File: src/rtl/pipeline_hazard_ctrl_pkg.sv
// pipe_types: shared pipeline control types for the hazard sequencer.
package pipe_types;
    typedef enum logic [0:0] {
        HZ_RUN      = 1'b0,
        HZ_MEM_WAIT = 1'b1
    } hz_state_t;
endpackage

File: src/rtl/pipeline_hazard_ctrl_load_use_detect.sv
// load_use_detect: flags an ID source that reads the destination of a load in EX (x0 never hazards).
module load_use_detect (
    input  logic [4:0] i_rs1,
    input  logic [4:0] i_rs2,
    input  logic       i_uses_rs1,
    input  logic       i_uses_rs2,
    input  logic [4:0] i_rd,
    input  logic       i_mem_read,
    output logic       o_hazard
);
    assign o_hazard = i_mem_read && (i_rd != 5'd0) &&
                      ((i_uses_rs1 && (i_rs1 == i_rd)) || (i_uses_rs2 && (i_rs2 == i_rd)));
endmodule

File: src/rtl/pipeline_hazard_ctrl.sv
// pipeline_hazard_ctrl: stall/flush sequencer for the 5-stage pipe (cache miss freeze, load-use bubble, branch squash).
// Define HAZARD_PERF_EN to build the saturating stall/flush/load-use counters.
module pipeline_hazard_ctrl
    import pipe_types::*;
#(
    parameter int PERF_W = 32
) (
    input  logic              i_clk,
    input  logic              i_rst_n,
    input  logic              i_imem_req,
    input  logic              i_imem_resp,
    input  logic              i_dmem_req,
    input  logic              i_dmem_resp,
    input  logic [4:0]        i_id_rs1,
    input  logic [4:0]        i_id_rs2,
    input  logic              i_id_uses_rs1,
    input  logic              i_id_uses_rs2,
    input  logic [4:0]        i_ex_rd,
    input  logic              i_ex_mem_read,
    input  logic              i_ex_br_taken,
    output logic              o_load_pc,
    output logic              o_load_if_id,
    output logic              o_load_id_ex,
    output logic              o_load_ex_mem,
    output logic              o_load_mem_wb,
    output logic              o_bubble_if_id,
    output logic              o_bubble_id_ex,
    output logic [PERF_W-1:0] o_stall_cycles,
    output logic [PERF_W-1:0] o_flush_count,
    output logic [PERF_W-1:0] o_load_use_count
);
    hz_state_t r_state;
    logic      r_i_done, r_d_done;
    logic      w_i_done, w_d_done, w_mem_pend, w_hazard, w_flush, w_load_use;

    load_use_detect u_lud (
        .i_rs1      (i_id_rs1),
        .i_rs2      (i_id_rs2),
        .i_uses_rs1 (i_id_uses_rs1),
        .i_uses_rs2 (i_id_uses_rs2),
        .i_rd       (i_ex_rd),
        .i_mem_read (i_ex_mem_read),
        .o_hazard   (w_hazard)
    );

    // Flags only carry meaning inside a miss; in RUN they are always clear.
    assign w_i_done   = (r_state == HZ_MEM_WAIT) && r_i_done;
    assign w_d_done   = (r_state == HZ_MEM_WAIT) && r_d_done;
    assign w_mem_pend = (i_imem_req && !i_imem_resp && !w_i_done) ||
                        (i_dmem_req && !i_dmem_resp && !w_d_done);
    assign w_flush    = !w_mem_pend && i_ex_br_taken;
    assign w_load_use = !w_mem_pend && !i_ex_br_taken && w_hazard;

    assign o_load_pc      = i_rst_n && !w_mem_pend && !w_load_use;
    assign o_load_if_id   = i_rst_n && !w_mem_pend && !w_load_use;
    assign o_load_id_ex   = i_rst_n && !w_mem_pend;
    assign o_load_ex_mem  = i_rst_n && !w_mem_pend;
    assign o_load_mem_wb  = i_rst_n && !w_mem_pend;
    assign o_bubble_if_id = i_rst_n && w_flush;
    assign o_bubble_id_ex = i_rst_n && (w_flush || w_load_use);

    always_ff @(posedge i_clk or negedge i_rst_n) begin
        if (!i_rst_n) begin
            r_state  <= HZ_RUN;
            r_i_done <= 1'b0;
            r_d_done <= 1'b0;
        end else begin
            r_state  <= w_mem_pend ? HZ_MEM_WAIT : HZ_RUN;
            r_i_done <= w_mem_pend && (w_i_done || (i_imem_req && i_imem_resp));
            r_d_done <= w_mem_pend && (w_d_done || (i_dmem_req && i_dmem_resp));
        end
    end

`ifdef HAZARD_PERF_EN
    logic [PERF_W-1:0] r_stall_cycles, r_flush_count, r_load_use_count;

    always_ff @(posedge i_clk or negedge i_rst_n) begin
        if (!i_rst_n) begin
            r_stall_cycles   <= '0;
            r_flush_count    <= '0;
            r_load_use_count <= '0;
        end else begin
            if (w_mem_pend && r_stall_cycles != '1) r_stall_cycles <= r_stall_cycles + PERF_W'(1);
            if (w_flush && r_flush_count != '1) r_flush_count <= r_flush_count + PERF_W'(1);
            if (w_load_use && r_load_use_count != '1) r_load_use_count <= r_load_use_count + PERF_W'(1);
        end
    end

    assign o_stall_cycles   = r_stall_cycles;
    assign o_flush_count    = r_flush_count;
    assign o_load_use_count = r_load_use_count;
`else
    assign o_stall_cycles   = '0;
    assign o_flush_count    = '0;
    assign o_load_use_count = '0;
`endif
endmodule

File: config.mk
export PLATFORM = sky130hd
export DESIGN_NAME = pipeline_hazard_ctrl
export DESIGN_NICKNAME = d
export VERILOG_FILES = /design/src/rtl/pipeline_hazard_ctrl_pkg.sv /design/src/rtl/pipeline_hazard_ctrl_load_use_detect.sv /design/src/rtl/pipeline_hazard_ctrl.sv
export SDC_FILE = /design/constraint.sdc
export NUM_CORES = 1
export LEC_CHECK = 0
export ABC_AREA = 1
export BUFFER_PORTS_ARGS = -buffer_cell sky130_fd_sc_hd__buf_2
export CORE_UTILIZATION = 38
export CTS_CLUSTER_DIAMETER = 30
export DETAILED_ROUTE_END_ITERATION = 10
export GPL_ROUTABILITY_DRIVEN = 0
export PLACE_DENSITY = 0.88
export SETUP_SLACK_MARGIN = 0.05
export SLEW_MARGIN = 20
export SYNTH_ARGS = -nofsm -noshare
export SYNTH_HDL_FRONTEND = slang
export SYNTH_SLANG_ARGS = --single-unit
File: constraint.sdc
create_clock -name i_clk -period 2.15 [get_ports i_clk]
set_input_delay 0.1075 -clock i_clk [delete_from_list [all_inputs] [get_ports i_clk]]
set_output_delay 0.1075 -clock i_clk [all_outputs]
set_load 0.05 [all_outputs]
Yosys cells after proc, flatten, opt, wreduce, memory -nomap -nowiden
Cells that the tools add are included.
{"block": "classes", "n_reduce_logical": 34, "eq_ne": 2, "n_mux": 1}
{"operator": "$logic_and A1 B1 Y1", "n": 21}
{"operator": "$eq A5 B5 Y1", "n": 2}
{"operator": "$logic_not A1 Y1", "n": 7}
{"operator": "$logic_or A1 B1 Y1", "n": 5}
{"operator": "$reduce_bool A5 Y1", "n": 1}
{"operator": "$mux W1", "n": 1}
{"block": "word_totals", "output_inout_bits": 103, "word_cells": 40, "reg_bits": 3}

Longest topological paths before layout
Gate-level depths: netlist (run 1).
{"block": "logic_depth", "word_depth": 9, "ltp_mapped": 8}

Cells and area by module
A second synthesis (run 1) with hierarchy kept.
{"block": "hier_totals", "hier_cells": 178, "area_unflattened_um2": 1149.9}
{"mod": "pipeline_hazard_ctrl", "n_inst": 1, "seq_area_each_um2": 75.1, "area_each_um2": 933.4, "cells_per_inst": 123}
{"mod": "load_use_detect", "n_inst": 1, "seq_area_each_um2": 0.0, "area_each_um2": 216.5, "cells_per_inst": 55}

Least setup slack after synthesis (run 1)
OpenSTA, ideal clock, no wires.
{"block": "synth_path", "path_type": "reg2out", "startpoint": "reg r_state", "endpoint": "out o_load_pc", "arrival_ns": 2.073, "stages_incl_launch_ff": 7, "path_slack_ns": -0.031, "n_path_buf": 1, "path_cell_list": "dfrtp_1 nand2_1 nand3_2 nand2_4 nor2_4 a21boi_1 buf_4"}
{"item": "start, declared", "line_no": "pipeline_hazard_ctrl.sv:32", "rtl": "hz_state_t r_state;"}
{"item": "start signal, assigned", "line_no": "pipeline_hazard_ctrl.sv:68", "rtl": "r_state <= w_mem_pend ? HZ_MEM_WAIT : HZ_RUN;"}
{"item": "$logic_and A1 B1 Y1 (on tied branches)", "line_no": "pipeline_hazard_ctrl.sv:47, pipeline_hazard_ctrl.sv:48"}
{"item": "$logic_not A1 Y1 (on tied branches)", "line_no": "pipeline_hazard_ctrl.sv:49, pipeline_hazard_ctrl.sv:50"}
{"item": "$logic_and A1 B1 Y1 (on tied branches)", "line_no": "pipeline_hazard_ctrl.sv:49, pipeline_hazard_ctrl.sv:50"}
{"item": "$logic_or A1 B1 Y1 *", "line_no": "pipeline_hazard_ctrl.sv:49", "rtl": "assign w_mem_pend = (i_imem_req && !i_imem_resp && !w_i_done) ||"}
{"item": "net w_mem_pend", "line_no": "pipeline_hazard_ctrl.sv:34", "rtl": "logic w_i_done, w_d_done, w_mem_pend, w_hazard, w_flush, w_load_use;"}
{"item": "$logic_not A1 Y1 *"}
{"item": "$logic_and A1 B1 Y1 *"}
{"item": "net o_load_ex_mem", "line_no": "pipeline_hazard_ctrl.sv:24", "rtl": "output logic o_load_ex_mem,"}
{"item": "$logic_and A1 B1 Y1 *", "line_no": "pipeline_hazard_ctrl.sv:54", "rtl": "assign o_load_pc = i_rst_n && !w_mem_pend && !w_load_use;"}
{"item": "end, declared", "line_no": "pipeline_hazard_ctrl.sv:21", "rtl": "output logic o_load_pc,"}
The timed path passes the listed nets; every way through them passes the cells marked *.

Final worst setup path (run 1)
{"block": "layout_path", "startpoint": "in i_rst_n", "endpoint": "out o_load_if_id"}
{"block": "layout_via", "elab_chain_len": 2}
{"item": "start, declared", "line_no": "pipeline_hazard_ctrl.sv:9", "rtl": "input logic i_rst_n,"}
{"item": "$logic_and A1 B1 Y1 (2 in a row)", "line_no": "pipeline_hazard_ctrl.sv:55", "rtl": "assign o_load_if_id = i_rst_n && !w_mem_pend && !w_load_use;"}
{"item": "end, declared", "line_no": "pipeline_hazard_ctrl.sv:22", "rtl": "output logic o_load_if_id,"}
Every way passes these cells.

==> metrics.cfg, run 1 <==
[status]
status = complete, but fails checks
violations = design-rule violations

[drt]
firstDrtPassIters = 9
drc = 8
viasPerCell = 3.27
final_antenna_net_count = 0
drt_wl_total_um = 1500
first_iter_violations = 28
num_vias = 799
wl_per_cell_um = 6.15

[sta]
setup-tns-final_ns = 0
setup_viol = 0
finalCritPeriodShare_pct = 72.8
fin_worst_skew_ns = 0.00341
grt_setup_unrepaired = false
slew_viol_final = 0
period_needed_ns = 1.57
hold_viol = 0
max_freq_mhz = 639

[clocking]
cts_tree = done
root_buffer = clkbuf_4
clockBufferDepth = 2
path_clk_slew_ns = 0.04
cts_buffers = 3
cts_max_level = 1
clkLatencyLatePin_ns = 0.23
clock_sinks = 3
post_cts_buffers = 0

[floorplanning]
die_w_um = 57.3
row_count = 19
pin_count = 128
start_util_pct = 41.1
die_area_um2 = 3280
die_h_um = 57.3
core-area_um2 = 2830

[setup_path]
worstPathCellList = dlygate4sd3_1 > buf_2 > inv_1 > nor2_4 > a21boi_2 > buf_2
path_class = in2out
critPathBufInv = 4
cp-end-kind = output port
cp.required_ns = 2.04
cp_top_family = buffers and inverters
cpMostUsedCell = buf_2
crit_path_top_delay_cell = dlygate4sd3_1
crit_path_max_fanout = 5
cp_slowest_stage_delay_ns = 0.54
arrival_ns = 1.46
startpoint_type = input port

[global_route]
grt_pass1_vias = 552
grt_max_degree = 6
grt_usage_pct = 8.45
grt_remaining_overflow = 0
antenna_found_initial = 0
grt_pass1_wl_um = 2130

[logic_synthesis]
ys_seq_elements = 3
syn-cell-area_um2 = 1160
yosys.area.top_type = buf_4
synth.distinct_cells = 16
yosysWarnings = 0
yosys-top-cells-area = buf_4 64%, nand2_1 11%, dfrtp_1 6.5%
ys_seq_area_share_pct = 6.46
avgSynthCellArea_um2 = 6.42
syn_inst = 181
synth_top_area_share_pct = 63.9

[pwr]
p_per_area_nw_per_um2 = 636
p_int_uw = 171
switching_share_pct = 73.4
pwr-share-comb_pct = 75.8
total_leakage_power_nw = 0.751
clkPwrFrac_pct = 14.8
switchingPower_uw = 471
peakVddDrop_mv = 0.196
seqPwrFrac_pct = 9.4

[job]
cap_violations = 0

[placed_design]
io_buffers = 31
placed_area_um2 = 973
dp_hpwl_um = 1390

[layout]
drive_gt1_share_pct = 22.1
fillerInstances = 309
final_area_um2 = 1010
diodes = 0
nNetsFinal = 239
area_growth_pct = -13.1

[min_path]
hp-class = in2reg

power groups by stage:
stage          Clock, mW  Combinational, mW  Sequential, mW
2_1_floorplan          0              0.582          0.0609
5_1_grt            0.107              0.509          0.0605
4_1_cts           0.0999              0.484          0.0604
3_3_place_gp           0              0.480          0.0610
3_5_place_dp           0              0.482          0.0611
6_report          0.0950              0.486          0.0604
metrics by stage:
| step | hold slack [ns] | util [%] | cells | setup slack, ns | power, mW |
|---|---|---|---|---|---|
| after detailed placement | -0.0815 | 34.4 | 239 | 0.841 | 0.543 |
| after floorplan | -0.188 | - | 276 | 0.297 | 0.643 |
| after global routing | 0.155 | 35.7 | 244 | 0.508 | 0.676 |
| after global placement | -0.0808 | 34.4 | 239 | 0.876 | 0.541 |
| final | 0.151 | 35.7 | 244 | 0.585 | 0.642 |
| after CTS | 0.145 | 35.7 | 244 | 0.587 | 0.644 |
layer usage:
metal	share of wire (%)	global-route usage, %
met3	9.9	1.36
met2	53	16.3
met1	36	8.74
met4	1.0	4.18
met5	0	0
layout by cell type, fill, tap and decap left out, drive strengths merged:
cell type	Yosys	final
nor3	1	1
nand3	6	6
clkbuf	0	4
inv	20	20
conb	1	96
nand2	37	37
a21oi	2	2
buf	99	31
a21boi	1	1
nor2	11	11
dfrtp	3	3
dlygate4sd3	0	1
sequential cells by signal, indices dropped and copies added (netlist names):
| signal | cells |
|---|---|
| r_d_done | 1 |
| r_i_done | 1 |
| r_state | 1 |
worst reg2reg max path, delay by kind of cell, from the launching register on:
| kind | cells | cell delay, ns |
|---|---|---|
| flops | 1 | 0.37 |
| simple gates | 2 | 0.19 |
| compound gates | 1 | 0.14 |
worst paths after layout:
| kind | end | slack [ns] | startpoint | cells past startpoint |
|---|---|---|---|---|
| min reg2reg | r_d_done | 0.54 | r_d_done | 2 |
| max | o_load_if_id | 0.58 | i_rst_n | 6 |
| max in group asynchronous | r_d_done | 1.78 | i_rst_n | 2 |
| min in group asynchronous | r_state | 0.24 | i_rst_n | 2 |
| min | r_i_done | 0.15 | i_imem_resp | 3 |
| max reg2reg | r_i_done | 1.37 | r_state | 3 |
cells by family (layout without fill, tap and decap cells):
kind of cell,Yosys count,in the layout,share of synthesized area (%)
and+or+nand+nor,55,55,21.3
AOI/OAI and AO/OA,3,3,1.51
DFF,3,3,6.46
buffers and inverters,119,56,70.4
other,1,96,0.323
cells in the mapped netlist:
cell type,instances
nand3_1,4
inv_2,5
nand2_2,1
a21boi_1,1
nor3_1,1
inv_1,15
nor2_4,1
a21oi_1,2
buf_4,99
nand2_1,35
conb_1,1
nor2_2,2
nor2_1,8
dfrtp_1,3
nand3_2,2
nand2_4,1
area by class of cell:
class                   count  area [um^2]  area share (%)
clock buffers               4         26.3            2.60
inverters                  20         75.1            7.43
multi-input cells         154          629            62.3
flip-flops and latches      3         75.1            7.43
well taps                  31         38.8            3.84
repair buffers             32          165            16.4
repair_timing:
action | 4_1_cts | 5_1_grt
hold buffers | 1 | 0
gates resized for setup | 0 | 0
hold endpoints to repair | 3 | 0
Power figures use the tool's default switching activity.
==> run 2, diff against run 1 <==
Settings changed: CORE_UTILIZATION 38 to 32, PLACE_DENSITY 0.88 to 0.79.
Clock period 2.15 ns to 1.43 ns, I/O delays scaled along.
==> metrics.cfg, run 2 (synthesis results as in run 1) <==
[pwr]
p_int_uw = 281  ; +65%
clkPwrFrac_pct = 15.2  ; +0.4 points
p_per_area_nw_per_um2 = 885  ; +39%
pwr-share-comb_pct = 75.7  ; about the same
switching_share_pct = 72.2  ; -1.2 points
peakVddDrop_mv = 0.190  ; -3.2%
seqPwrFrac_pct = 9.1  ; -0.3 points
total_leakage_power_nw = 0.786  ; +4.6%
total_power_mw = 1.01  ; +58%
switchingPower_uw = 730  ; +55%

[floorplanning]
core-area_um2 = 3420  ; +21%
die_h_um = 62.3  ; +8.7%
die_w_um = 62.3  ; +8.7%
pin_count = 128  ; unchanged
die_area_um2 = 3880  ; +18%
row_count = 21  ; +2
start_util_pct = 34.0  ; -7.1 points

[layout]
layout_commonest_cell = conb_1
nNetsFinal = 244  ; +2.1%
area_growth_pct = -1.72
reg_top3 = r_d_done (1), r_i_done (1), r_state (1)
postLayoutCoreUtil_pct = 33.4  ; -2.2 points
final_area_um2 = 1140  ; +13%
drive_gt1_share_pct = 25.7  ; +3.6 points
diodes = 0  ; unchanged
seq_area_um2 = 75.1  ; unchanged
finalNonFillerCells = 264  ; +8.2%
multi_input_area_um2 = 669  ; +6.4%
fillerInstances = 392  ; +27%
final_cell_mix = 96 x conb_1, 32 x nand2_1, 24 x buf_2, 15 x inv_1, 8 x nor2_1

[status]
status = complete, but fails checks
violations = negative setup slack

[clocking]
cts_tree = done
clkLatencyLatePin_ns = 0.24  ; about the same
clockBufferDepth = 2  ; unchanged
cts_buffers = 3  ; unchanged
clock_sinks = 3  ; unchanged
cts_max_level = 1  ; unchanged
root_buffer = clkbuf_4
path_clk_slew_ns = 0.04  ; about the same

[global_route]
grt_remaining_overflow = 0  ; unchanged
grt_usage_pct = 7.87  ; -0.58 points
grt_max_degree = 6  ; unchanged
antenna_found_initial = 0  ; unchanged
grt_pass1_vias = 540  ; -2.2%
grt_pass1_wl_um = 2340  ; +10%

[drt]
drc = 0  ; -8
top_layer = met4
firstDrtPassIters = 4  ; -5
wl_met2_um = 916  ; +15%
wl_met3_um = 171  ; +15%
wl_per_cell_um = 6.48  ; +5.3%
num_vias = 829  ; +3.8%
first_iter_violations = 17  ; -39%
final_antenna_net_count = 0  ; unchanged
viasPerCell = 3.14  ; -4.1%
met1_length_um = 578  ; +6.8%
drt_wl_total_um = 1710  ; +14%

[placed_design]
dp_hpwl_um = 1440  ; +3.8%
placed_area_um2 = 1000  ; +3.0%
dp.cells = 254  ; +6.3%
io_buffers = 31  ; unchanged

[min_path]
hp-class = in2reg

[job]
cap_violations = 0  ; unchanged

[sta]
hold_viol = 0  ; unchanged
slew_viol_final = 0  ; unchanged
fin_worst_skew_ns = 0.00580  ; +0.00238 ns
finalCritPeriodShare_pct = 103
period_needed_ns = 1.47
finalWorstSetupSlack_ns = -0.0411  ; -0.626 ns
setup_viol = 3  ; +3
max_freq_mhz = 680
grt_setup_unrepaired = true

[setup_path]
cp-endpoint = o_load_pc
startpoint = r_state
startpoint_type = flop
reg2reg_depth = 5  ; +2
arrival_ns = 1.40  ; -0.06 ns
crit_path_max_fanout = 3  ; -2
r2r_end = r_i_done
cp-end-kind = output port
worst-r2r-setup-slack_ns = 0.43  ; -0.94 ns
path_class = reg2out
cp.required_ns = 1.36  ; -0.68 ns
r2r_start = r_state

==> run 2: cell type report <==
class / count / area share (%)
Multi-Input combinational cell: 154 / 58.6
Clock buffer: 4 / 2.30
Timing Repair Buffer: 37 / 20.9
Sequential cell: 3 / 6.57
Inverter: 20 / 6.57
Tap cell: 46 / 5.04
==> run 2: power groups by stage <==
stage	clock network [mW]	registers [mW]	logic [mW]
after floorplan	0	0.0916	0.880
after global placement	0	0.0919	0.726
after detailed placement	0	0.0921	0.729
after CTS	0.155	0.0921	0.750
after global routing	0.164	0.0925	0.798
final	0.154	0.0920	0.766
==> run 2: repair_timing <==
item                                    4_1_cts  5_1_grt
hold buffers                                  1        0
gates cloned                                  0        0
gates resized for setup                      12        6
pin swaps                                     3        1
endpoints found under the setup margin        4        7
hold endpoints to repair                      3        0
setup buffers                                 3        2
==> run 2: how the worst min path moves through the flow <==
stage | startpoint | end | slack (ns) | cells past startpoint
final | i_dmem_resp | r_d_done | 0.08 | 3
after global routing | i_dmem_resp | r_d_done | 0.10 | 3
after CTS | i_dmem_resp | r_d_done | 0.08 | 3
after detailed placement | i_rst_n | r_d_done | -0.11 | 1
after global placement | i_rst_n | r_d_done | -0.11 | 1
after floorplan | i_rst_n | r_d_done | -0.22 | 0
==> run 2: worst max-delay path, stage by stage, from the launching register on <==
cell and delay [ns]:
dfrtp_1 0.39, nand2_2 0.10, nand3_4 0.08, nand2_4 0.10, inv_2 0.04, nand2_2 0.07
nor2_4 0.05, a21boi_4 0.17, buf_6 0.18
==> run 2: per-layer routing <==
metal / track usage [%] / vias up
met5: 0 / -
met2: 12.6 / 66
met3: 2.02 / 4
met1: 8.51 / 346
li1: - / 413
met4: 6.98 / 0
==> run 2: per-stage QoR <==
stage	hold slack (ns)	setup WS [ns]	TNS (ns)
after CTS	0.0821	-0.0417	-0.110
after detailed placement	-0.113	0.101	0
final	0.0795	-0.0411	-0.0895
after floorplan	-0.224	-0.200	-0.200
after global placement	-0.114	0.129	0
after global routing	0.101	-0.126	-0.409
==> run 3, diff against run 2 <==
Settings changed: GPL_TIMING_DRIVEN set to 0.
==> metrics.cfg, run 3 (synthesis results as in run 1) <==
[layout]
reg_top3 = r_d_done (1), r_i_done (1), r_state (1)
drive_gt1_share_pct = 48.4  ; +23 points
diodes = 0  ; unchanged
nNetsFinal = 340  ; +39%
area_growth_pct = 60.1
finalNonFillerCells = 360  ; +36%
postLayoutCoreUtil_pct = 54.5  ; +21 points
layout_commonest_cell = buf_4
final_cell_mix = 101 x buf_4, 96 x conb_1, 31 x nand2_1, 25 x buf_2, 15 x inv_1

[placed_design]
dp_hpwl_um = 2040  ; +41%
place_ws_ns = 0.0460  ; -0.0546 ns
io_buffers = 31  ; unchanged
dp.cells = 353  ; +39%

[sta]
finalCritPeriodShare_pct = 103  ; about the same
slew_viol_final = 0  ; unchanged
grt_setup_unrepaired = true
hold_viol = 0  ; unchanged
finalWorstSetupSlack_ns = -0.0414  ; -0.000309 ns
max_freq_mhz = 680  ; about the same
period_needed_ns = 1.47  ; +0.000309 ns
setup_viol = 3  ; unchanged
fin_worst_skew_ns = 0.00782  ; +0.00202 ns

[setup_path]
reg2reg_depth = 4  ; -1
r2r_end = r_d_done
path_class = reg2out
cp.required_ns = 1.36  ; about the same
worst-r2r-setup-slack_ns = 0.56  ; +0.13 ns
cp-end-kind = output port
arrival_ns = 1.40  ; about the same
startpoint = r_state
startpoint_type = flop
crit_path_max_fanout = 3  ; unchanged
r2r_start = r_state

[floorplanning]
row_count = 21  ; unchanged
die_area_um2 = 3880  ; unchanged
pin_count = 128  ; unchanged
core-area_um2 = 3420  ; unchanged
die_w_um = 62.3  ; unchanged
start_util_pct = 34.0  ; unchanged
die_h_um = 62.3  ; unchanged

[clocking]
root_buffer = clkbuf_4
cts_tree = done
cts_max_level = 1  ; unchanged
clockBufferDepth = 2  ; unchanged
path_clk_slew_ns = 0.04  ; about the same
clock_sinks = 3  ; unchanged
cts_buffers = 3  ; unchanged
clkLatencyLatePin_ns = 0.23  ; about the same

[drt]
drt_wl_total_um = 2170  ; +27%
viasPerCell = 2.94  ; -6.3%
wl_per_cell_um = 6.03  ; -6.9%
first_iter_violations = 19  ; +2
firstDrtPassIters = 6  ; +2
num_vias = 1059  ; +28%
drc = 0  ; unchanged
final_antenna_net_count = 0  ; unchanged

[min_path]
hp-class = in2reg
min_delay_path_depth = 3  ; unchanged
min_to = r_d_done
min_from = i_dmem_resp

[global_route]
grt_remaining_overflow = 0  ; unchanged
antenna_found_initial = 0  ; unchanged
grt_usage_pct = 10.2  ; +2.3 points
grt_pass1_wl_um = 3280  ; +40%
grt_pass1_vias = 824  ; +53%
grt_max_degree = 6  ; unchanged

[pwr]
peakVddDrop_mv = 0.242  ; +27%
total_leakage_power_nw = 1.31  ; +67%
switching_share_pct = 61.8  ; -10 points
p_int_uw = 466  ; +66%
pwr-share-comb_pct = 80.7  ; +5.0 points
switchingPower_uw = 755  ; +3.4%
clkPwrFrac_pct = 11.7  ; -3.5 points
seqPwrFrac_pct = 7.5  ; -1.6 points
p_per_area_nw_per_um2 = 656  ; -26%

[status]
status = complete, but fails checks
violations = negative setup slack

[job]
cap_violations = 0  ; unchanged

run 3: power groups by stage:
stage	logic, mW	registers (mW)	clock network, mW
5_1_grt	1.03	0.0924	0.155
3_5_place_dp	0.946	0.0918	0
4_1_cts	0.966	0.0919	0.149
6_report	0.985	0.0921	0.143
3_3_place_gp	0.942	0.0917	0
2_1_floorplan	0.880	0.0916	0
run 3: layout make-up:
class / count / area [um^2]
buffer: 99 / 747
clock buffer: 4 / 26.3
fill: 355 / 1560
inverter: 20 / 75.1
multi-input combinational: 154 / 662
sequential: 3 / 75.1
tap: 46 / 57.6
timing repair buffer: 34 / 218
run 3: how the worst max path moves through the flow:
stage	endpoint	slack, ns	depth (start not counted)
floorplan	o_load_pc	-0.20	6
global placement	o_load_pc	0.06	9
detailed placement	o_load_pc	0.05	9
CTS	o_load_pc	-0.05	9
global route	o_bubble_id_ex	-0.14	9
finish	o_load_pc	-0.04	9
run 3: routing by layer:
layer / track usage, % / wire length, um
met5: 0 / 0
met3: 2.21 / 253
met1: 9.49 / 736
met2: 21.2 / 1150
met4: 3.49 / 28
run 3: per-stage QoR:
| stage | hold WS, ns | power [mW] | setup TNS (ns) | area [um^2] |
|---|---|---|---|---|
| after floorplan | -0.224 | 0.972 | -0.200 | 1540 |
| after global placement | -0.119 | 1.03 | 0 | 1750 |
| after detailed placement | -0.114 | 1.04 | 0 | 1750 |
| after CTS | 0.0913 | 1.21 | -0.132 | 1840 |
| after global routing | 0.109 | 1.28 | -0.399 | 1860 |
| final | 0.0961 | 1.22 | -0.0776 | 1860 |
run 3: critical path, stage by stage, from the launching register on:
cell and delay, ns:
dfrtp_1 0.39, nand2_2 0.09, nand3_4 0.08, nand2_4 0.10, inv_2 0.04, nand2_2 0.05
nor2_2 0.05, a21boi_4 0.15, buf_6 0.11, buf_8 0.13
run 3: repair_timing:
action	CTS	global route
hold endpoints to repair	3	0
gates resized for setup	12	5
setup endpoints to repair	6	6
pin swaps	4	0
hold buffers	1	0
buffers inserted	2	0
